File: config.mk
export PLATFORM = sky130hd
export DESIGN_NAME = asmd_mult_arbiter_flat
export DESIGN_NICKNAME = d
export VERILOG_FILES = /design/src/rtl/asmd_mult_arbiter_if.sv /design/src/rtl/asmd_mult_arbiter.sv /design/src/flat_wrapper.sv
export SDC_FILE = /design/constraint.sdc
export NUM_CORES = 1
export LEC_CHECK = 0
export ABC_AREA = 0
export BUFFER_PORTS_ARGS = -buffer_cell sky130_fd_sc_hd__buf_2
export CORE_MARGIN = 2
export CORE_UTILIZATION = 47
export DETAILED_ROUTE_END_ITERATION = 12
export PLACE_DENSITY = 0.78
export SYNTH_ARGS = -nofsm -noshare
export SYNTH_HDL_FRONTEND = slang
export SYNTH_SLANG_ARGS = --single-unit
File: constraint.sdc
create_clock -name clk -period 1.8 [get_ports clk]
set_input_delay 0.36 -clock clk [delete_from_list [all_inputs] [get_ports clk]]
set_output_delay 0.36 -clock clk [all_outputs]
set_load 0.1 [all_outputs]
File: src/rtl/asmd_mult_arbiter_if.sv
// asmd_mult_arbiter_if: requester-side bus of the shared multiplier arbiter
// Ports (slave = arbiter side):
//   req        requests, one bit per requester, held until done
//   req_word0  operand A per requester, slice i = requester i
//   req_word1  operand B per requester
//   gnt        one-hot grant, held for the whole transaction
//   done       one-cycle completion pulse to the owner
//   result     last product, held until the next completion
//   busy       arbiter not idle
interface asmd_mult_arbiter_if #(parameter int word_length = 4, parameter int NUM_REQ = 2);
  logic [NUM_REQ-1:0] req, gnt, done;
  logic [NUM_REQ*word_length-1:0] req_word0, req_word1;
  logic [2*word_length-1:0] result;
  logic busy;
  modport master(output req, req_word0, req_word1, input gnt, done, result, busy);
  modport slave(input req, req_word0, req_word1, output gnt, done, result, busy);
endinterface

File: src/rtl/asmd_mult_arbiter.sv
// asmd_mult_arbiter: round-robin sharing of one asmd_multiplier between NUM_REQ requesters
// Ports:
//   clk, reset               clock (rising edge), asynchronous active-high reset
//   bus                      requester bus (slave modport)
//   mul_start                one-cycle start pulse to the multiplier
//   mul_word0, mul_word1     operands latched from the granted requester
//   mul_ready, mul_product   multiplier handshake and product
module asmd_mult_arbiter #(
  parameter int word_length = 4,
  parameter int NUM_REQ = 2,
  parameter int TIMEOUT = 8
) (
  input  logic clk,
  input  logic reset,
  asmd_mult_arbiter_if.slave bus,
  output logic mul_start,
  output logic [word_length-1:0] mul_word0,
  output logic [word_length-1:0] mul_word1,
  input  logic mul_ready,
  input  logic [2*word_length-1:0] mul_product
);
  localparam int IW = $clog2(NUM_REQ);
  localparam int CW = $clog2(TIMEOUT) + 1;
  typedef enum logic [1:0] {IDLE, WAIT_LOW, WAIT_HIGH, DONE} state_t;
  state_t state_q, state_d;
  logic [IW-1:0] ptr_q, ptr_d, owner_q, owner_d, pick;
  logic [CW-1:0] cnt_q, cnt_d;
  logic [NUM_REQ-1:0] gnt_q, gnt_d, done_q, done_d;
  logic [2*word_length-1:0] result_q, result_d;
  logic [word_length-1:0] w0_q, w0_d, w1_q, w1_d;
  logic start_q, start_d, busy_q, busy_d;
  // Scan from the farthest offset down so the first requester at or after ptr wins.
  always_comb begin
    pick = ptr_q;
    for (int k = NUM_REQ - 1; k >= 0; k--)
      if (bus.req[(int'(ptr_q) + k) % NUM_REQ]) pick = IW'((int'(ptr_q) + k) % NUM_REQ);
  end
  always_comb begin
    state_d = state_q;
    ptr_d = ptr_q;
    owner_d = owner_q;
    cnt_d = cnt_q;
    gnt_d = gnt_q;
    done_d = '0;
    result_d = result_q;
    w0_d = w0_q;
    w1_d = w1_q;
    start_d = 1'b0;
    case (state_q)
      IDLE:
        if (|bus.req && mul_ready) begin
          state_d = WAIT_LOW;
          owner_d = pick;
          gnt_d = NUM_REQ'(1) << pick;
          w0_d = bus.req_word0[int'(pick)*word_length +: word_length];
          w1_d = bus.req_word1[int'(pick)*word_length +: word_length];
          start_d = 1'b1;
          cnt_d = '0;
        end
      WAIT_LOW:
        if (!mul_ready) state_d = WAIT_HIGH;
        else if (cnt_q == CW'(TIMEOUT - 1)) begin
          // Multiplier never acknowledged the start; pulse it again.
          start_d = 1'b1;
          cnt_d = '0;
        end else cnt_d = cnt_q + CW'(1);
      WAIT_HIGH:
        if (mul_ready) begin
          state_d = DONE;
          result_d = mul_product;
          done_d = NUM_REQ'(1) << owner_q;
          gnt_d = '0;
          ptr_d = IW'((int'(owner_q) + 1) % NUM_REQ);
        end
      DONE: state_d = IDLE;
    endcase
    busy_d = state_d != IDLE;
  end
  always_ff @(posedge clk or posedge reset)
    if (reset) begin
      state_q <= IDLE;
      ptr_q <= '0;
      owner_q <= '0;
      cnt_q <= '0;
      gnt_q <= '0;
      done_q <= '0;
      result_q <= '0;
      w0_q <= '0;
      w1_q <= '0;
      start_q <= 1'b0;
      busy_q <= 1'b0;
    end else begin
      state_q <= state_d;
      ptr_q <= ptr_d;
      owner_q <= owner_d;
      cnt_q <= cnt_d;
      gnt_q <= gnt_d;
      done_q <= done_d;
      result_q <= result_d;
      w0_q <= w0_d;
      w1_q <= w1_d;
      start_q <= start_d;
      busy_q <= busy_d;
    end
  assign bus.gnt = gnt_q;
  assign bus.done = done_q;
  assign bus.result = result_q;
  assign bus.busy = busy_q;
  assign mul_start = start_q;
  assign mul_word0 = w0_q;
  assign mul_word1 = w1_q;
endmodule

File: src/flat_wrapper.sv
// flat-port wrapper written by rule: the top's interface ports become plain ports
module asmd_mult_arbiter_flat 
#(
  parameter int word_length = 4,
  parameter int NUM_REQ = 2,
  parameter int TIMEOUT = 8
)
  (clk, reset, mul_start, mul_word0, mul_word1, mul_ready, mul_product, bus_req, bus_req_word0, bus_req_word1, bus_gnt, bus_done, bus_result, bus_busy);
  asmd_mult_arbiter_if #(.word_length(word_length), .NUM_REQ(NUM_REQ)) bus_i ();
  input  logic clk;
  input  logic reset;
  output logic mul_start;
  output logic [word_length-1:0] mul_word0;
  output logic [word_length-1:0] mul_word1;
  input  logic mul_ready;
  input  logic [2*word_length-1:0] mul_product;
  input wire logic [$bits(bus_i.req)-1:0] bus_req;
  input wire logic [$bits(bus_i.req_word0)-1:0] bus_req_word0;
  input wire logic [$bits(bus_i.req_word1)-1:0] bus_req_word1;
  output wire logic [$bits(bus_i.gnt)-1:0] bus_gnt;
  output wire logic [$bits(bus_i.done)-1:0] bus_done;
  output wire logic [$bits(bus_i.result)-1:0] bus_result;
  output wire logic [$bits(bus_i.busy)-1:0] bus_busy;
  assign bus_i.req = bus_req;
  assign bus_i.req_word0 = bus_req_word0;
  assign bus_i.req_word1 = bus_req_word1;
  assign bus_gnt = bus_i.gnt;
  assign bus_done = bus_i.done;
  assign bus_result = bus_i.result;
  assign bus_busy = bus_i.busy;
  asmd_mult_arbiter #(.word_length(word_length), .NUM_REQ(NUM_REQ), .TIMEOUT(TIMEOUT)) u_core (.clk(clk), .reset(reset), .bus(bus_i), .mul_start(mul_start), .mul_word0(mul_word0), .mul_word1(mul_word1), .mul_ready(mul_ready), .mul_product(mul_product));
endmodule
==> out/qor.txt, run 1 <==
Slowest stage delay, CP: 0.43 ns
Fin. max-slew vios: 0
Post-synth cell types: 27
Io pins: 51
Synth Area in Simple Gates: 11.6%
Slew HR: 65.4%
PortBufs: 50
DP HPWL: 1890 um
DP Area: 0.00156 mm2
Setup Total Neg Slack: 0 ns
Worst-path clk slew: 0.09 ns
WP buf/inv: 1
GP Congestion: 0.690
Vias in the first global route: 999
Top cell type by total area after synthesis: dfrtp_1
CP Class: register to primary output
Worst slack, placed: 0.420 ns
Yosys reg bits: 30
Layout cells sized above 1: 45.4%
Critical path's top delay family: buffers and inverters
Syn_area_per_cell: 12.0 um2
Initial antenna violation count: 0
Post-DRT Antenna Nets: 0
Unrepaired setup endpoints after global routing: no
First-pass GRT wire length: 4280 um
Seq/Total Area, Yosys: 58.3%
Outcome: finished, final reports clean
Finish-stage setup viols: 0
Final period demand of the worst path: 1.48 ns
DR WL/cell: 12.6 um
ANT cells: 0
Worst path required time: 1.44 ns
Highest achievable clock rate: 0.674 GHz
Post-synth EDFFs: 0
Area Overhead vs Synth: 26.0%
Worst-Skew Late Latency: 0.32 ns
# Post-CTS Setup Buffers: 0
Synth area leaders: dfrtp_1 58%, mux2i_1 7.0%, mux2_4 5.8%
Critical path, cell by cell: buf_2
Final WL: 2440 um
DRT Pass-1 Iters: 4
Crit path DAT: 1.12 ns
Total gr overflow: 0
Mux cell area share after synthesis: 16.3%
# rows: 18
Fill cell count: 207
Die Width: 56.4 um
Largest family of logic cells by synthesized area: multiplexers
Drt drc: 0
CORE AREA: 0.00254 mm2
H-tree lvl count: 2
Final worst slack: 0.316 ns
Die H: 56.4 um
Resized Gates After CTS: 0
Num Clock Sinks: 30
Pin count of the biggest net entering global routing: 31
Fin crit share: 82.5%
Syn_nets: 137
Hold Path Class: primary input to async pin
Nets: 192
Vias: 957
Cts hold-fix bufs: 0
Yosys top cell area share: 58.3%
GR Util All Layers: 17.5%
CTS root buf: clkbuf_4
Initial core utilization: 50.6%
Final instance area: 0.00162 mm2
CTS Buffer Depth: 2
Syn Inst Count: 107
Crit start category: register
Top_reg_cell synth: dfrtp_1
Clock Skew: 0.00722 ns
Final core utilization: 63.8%
Hold Fails Final Rpt: 0
TritonCTS clock tree: yes
Tightest Pin Transition: 0.516 ns
Mapped cell area: 0.00129 mm2
Max-cap violation count: 0
Complex-gate fraction of the synthesized area: 8.35%
Iter 0 DRT Violations: 22
Critical path peak fanout: 2
FFs w/ async S/R, synth: 100%
Synth warn: 0
DR vias/cell: 4.96
Slowest-stage cell, CP: buf_2
Adder-Cell Fraction of Synth Area: 1.84%
Inserted Clock Buffers: 5
Worst setup EP type: primary output
Synth Area in XOR/XNOR: 0%
DIE AREA: 0.00318 mm2
## per-stage QoR
| stage | instances | hold WS [ns] |
|---|---|---|
| final | 193 | 0.0863 |
| after global routing | 193 | 0.123 |
| after CTS | 193 | 0.105 |
| after detailed placement | 185 | 0.450 |
| after global placement | 185 | 0.441 |
| after floorplan | 107 | 0.418 |
## logic make-up (layout without fill, tap and decap cells)
family / count (synthesis) / in the layout
AOI/OAI and AO/OA: 18 / 18
buffers and inverters: 8 / 64
DFF: 30 / 30
adders and majority gates: 2 / 2
and+or+nand+nor: 31 / 31
muxes: 18 / 18
## synth_stat cells (2+ instances only)
master,instances
dfrtp_1,30
nor2_1,12
a21oi_1,11
mux2i_1,9
nand2_1,7
mux2_4,5
mux2_2,4
inv_1,3
o21ai_0,3
and3_1,2
buf_2,2
buf_6,2
nand2b_1,2
nor2b_1,2
## registers in the layout (all words and copies together), names as in the netlist
signal,count
u_core.bus.gnt,2
u_core.ptr_q,1
u_core.state_q,2
u_core.bus.done,2
u_core.bus.result,8
u_core.mul_word0,4
u_core.mul_start,1
u_core.owner_q,1
u_core.cnt_q,4
u_core.bus.busy,1
u_core.mul_word1,4
## layout make-up
type | instances | area, um2 | area share [%]
Sequential cell | 30 | 751 | 46.2
Multi-Input combinational cell | 69 | 495 | 30.5
Timing Repair Buffer | 52 | 265 | 16.3
Clock buffer | 7 | 55.1 | 3.39
Tap cell | 30 | 37.5 | 2.31
Inverter | 4 | 15.0 | 0.924
Clock inverter | 1 | 5.00 | 0.308
## path summary, 6_finish.rpt
path,slack (ns),cells past startpoint,to,startpoint
worst max-delay path,0.32,1,mul_word1[0],u_core.mul_word1[0]$_DFFE_PP0P_
worst min-delay path,0.09,3,u_core.mul_word1[1]$_DFFE_PP0P_,reset
worst max register to register,0.42,3,u_core.bus.result[0]$_DFFE_PP0P_,u_core.state_q[0]$_DFF_PP0_
worst min register to register,0.45,1,u_core.bus.done[0]$_DFF_PP0_,u_core.owner_q$_DFFE_PP0P_
max in group asynchronous,1.43,3,u_core.mul_word0[0]$_DFFE_PP0P_,reset
min in group clk,0.27,2,u_core.bus.result[7]$_DFFE_PP0P_,mul_product[7]
## layer usage
metal	global-route usage [%]	part of all wire, %
met5	0	0
met4	8.84	1.8
met3	5.76	6.6
met2	29.6	50
met1	19.6	41
## cell usage in the layout (no fill, tap or decap)
cell      instances
o31ai_2           1
o21ai_0           3
a21oi_1          11
nor2b_2           1
mux2_4            5
dfrtp_1          30
a21o_1            1
buf_4             2
a32o_1            1
inv_1             3
maj3_2            1
clkbuf_8          1
inv_2             1
buf_2            50
and3_1            2
clkinv_2          1
mux2_2            4
nor3_2            1
nor2b_1           2
o21a_1            1
mux2i_1           9
nand3_1           1
nor2_1           12
clkbuf_1          1
ha_1              1
nor3b_1           1
clkbuf_4          5
nand3b_1          1
nand2_1           7
nand2_2           1
nand2b_1          2
## worst reg2reg max path: stages, from the launching register on
cell and delay, ns:
dfrtp_1 0.48, nor2b_2 0.20, nand2_2 0.23, mux2_4 0.37
Power of run 1 is left out: the tool's default activity adds up to more than one toggle a clock period on the data nets, which glitch-free logic cannot reach.
==> run 2: changes to the inputs <==
clock period = 1.46 ns   (was 1.8 ns; I/O delays follow)
==> run 2 against run 1 <==
Net effect: cell count unchanged; first-iteration DRC count down 23%; routed wire length up 0.45%; hold slack worse by 0.056 ns; critical path depth unchanged; clock skew down 0.0033 ns; die area unchanged; global-route usage down 0.59 points; via count up 0.42%.
==> out/qor.txt, run 2 (synthesized netlist as in run 1, its figures left out) <==
Crit path DAT: 1.11 ns
GR Util All Layers: 16.9%
Register Area: 751 um2
Iter 0 DRT Violations: 17
# Post-CTS Setup Buffers: 0
WP buf/inv: 1
Critical path peak fanout: 2
Outcome: finished, final reports clean
Fin crit share: 96.0%
Inserted Clock Buffers: 5
Hold Path Class: primary input to async pin
Io pins: 51
Pin count of the biggest net entering global routing: 31
H-tree lvl count: 2
CTS root buf: clkbuf_4
Fill cell count: 211
Max FFs per register: 8
Worst slack, placed: 0.0739 ns
CP Class: register to primary output
Die Width: 56.4 um
Most frequent cells in the layout: 49 x buf_2, 30 x dfrtp_1, 12 x nor2_1
CORE AREA: 0.00254 mm2
Num Clock Sinks: 30
Setup Total Neg Slack: 0 ns
Most common cell after layout, fill and taps aside: buf_2
PortBufs: 50
DR vias/cell: 4.98
Finish-stage setup viols: 0
DP HPWL: 1920 um
DRT Pass-1 Iters: 3
Clock Skew: 0.00389 ns
Worst-path clk slew: 0.08 ns
Critical path, cell by cell: buf_2
Nets: 193
Worst path required time: 1.17 ns
TritonCTS clock tree: yes
CTS Buffer Depth: 2
Post-DRT Antenna Nets: 0
Area Overhead vs Synth: 25.6%
DR WL/cell: 12.7 um
Slowest stage delay, CP: 0.43 ns
Layout cells sized above 1: 44.8%
Worst setup EP type: primary output
Tightest Pin Transition: 0.497 ns
Fin. max-slew vios: 0
Worst-Skew Late Latency: 0.31 ns
Vias in the first global route: 947
Total gr overflow: 0
Highest achievable clock rate: 0.713 GHz
Initial antenna violation count: 0
Unrepaired setup endpoints after global routing: no
Hold Fails Final Rpt: 0
ANT cells: 0
Vias: 961
Critical path's top delay family: buffers and inverters
Final worst slack: 0.0578 ns
Slowest-stage cell, CP: buf_2
Final period demand of the worst path: 1.40 ns
Final WL: 2450 um
Multi-input gate area: 495 um2
Initial core utilization: 50.6%
Final core utilization: 63.6%
Max-cap violation count: 0
Die H: 56.4 um
# rows: 18
GP Congestion: 0.694
Slew HR: 66.7%
DIE AREA: 0.00318 mm2
First-pass GRT wire length: 4060 um
Drt drc: 0
Crit start category: register
==> run 2: final cells by class <==
cell class	count	share of cell area [%]
sequential	30	46.4
multi-input combinational	69	30.6
timing repair buffer	53	17.0
clock buffer	7	2.78
tap	30	2.32
inverter	4	0.927
==> run 2: what timing repair did <==
action                                  CTS  global route
endpoints found under the setup margin    0             1
hold buffers                              0             0
gates resized for setup                   0             1
==> run 2: worst min-delay path, cell delays in order <==
cell and delay, ns:
buf_2 0.10, inv_1 0.04, buf_4 0.33
==> run 2: per-layer routing <==
layer	vias up	part of all wire [%]	GRT usage, %	wire (um)
li1	478	-	-	-
met1	449	40	19.3	978
met2	31	52	29.2	1270
met3	3	6.9	7.14	170
met4	0	0.98	4.08	24
met5	-	0	0	0
==> run 2: path summary, 6_finish.rpt <==
check / from / endpoint / slack [ns] / cells past startpoint
worst min register to register: u_core.owner_q$_DFFE_PP0P_ / u_core.bus.done[0]$_DFF_PP0_ / 0.45 / 1
worst min-delay path: reset / u_core.mul_word1[3]$_DFFE_PP0P_ / 0.03 / 3
worst max register to register: u_core.state_q[0]$_DFF_PP0_ / u_core.bus.result[3]$_DFFE_PP0P_ / 0.09 / 3
max in group asynchronous: reset / u_core.mul_word0[0]$_DFFE_PP0P_ / 1.16 / 3
worst max-delay path: u_core.mul_word1[0]$_DFFE_PP0P_ / mul_word1[0] / 0.06 / 1
min in group clk: mul_product[7] / u_core.bus.result[7]$_DFFE_PP0P_ / 0.21 / 2
==> run 2: stage by stage <==
stage          hold slack (ns)  cell area, um2  cells
3_3_place_gp             0.370            1570    186
6_report                0.0305            1620    193
4_1_cts                 0.0358            1620    193
3_5_place_dp             0.387            1570    186
5_1_grt                 0.0444            1620    193
2_1_floorplan            0.383            1290    107
Power of run 2 is left out for the same reason.
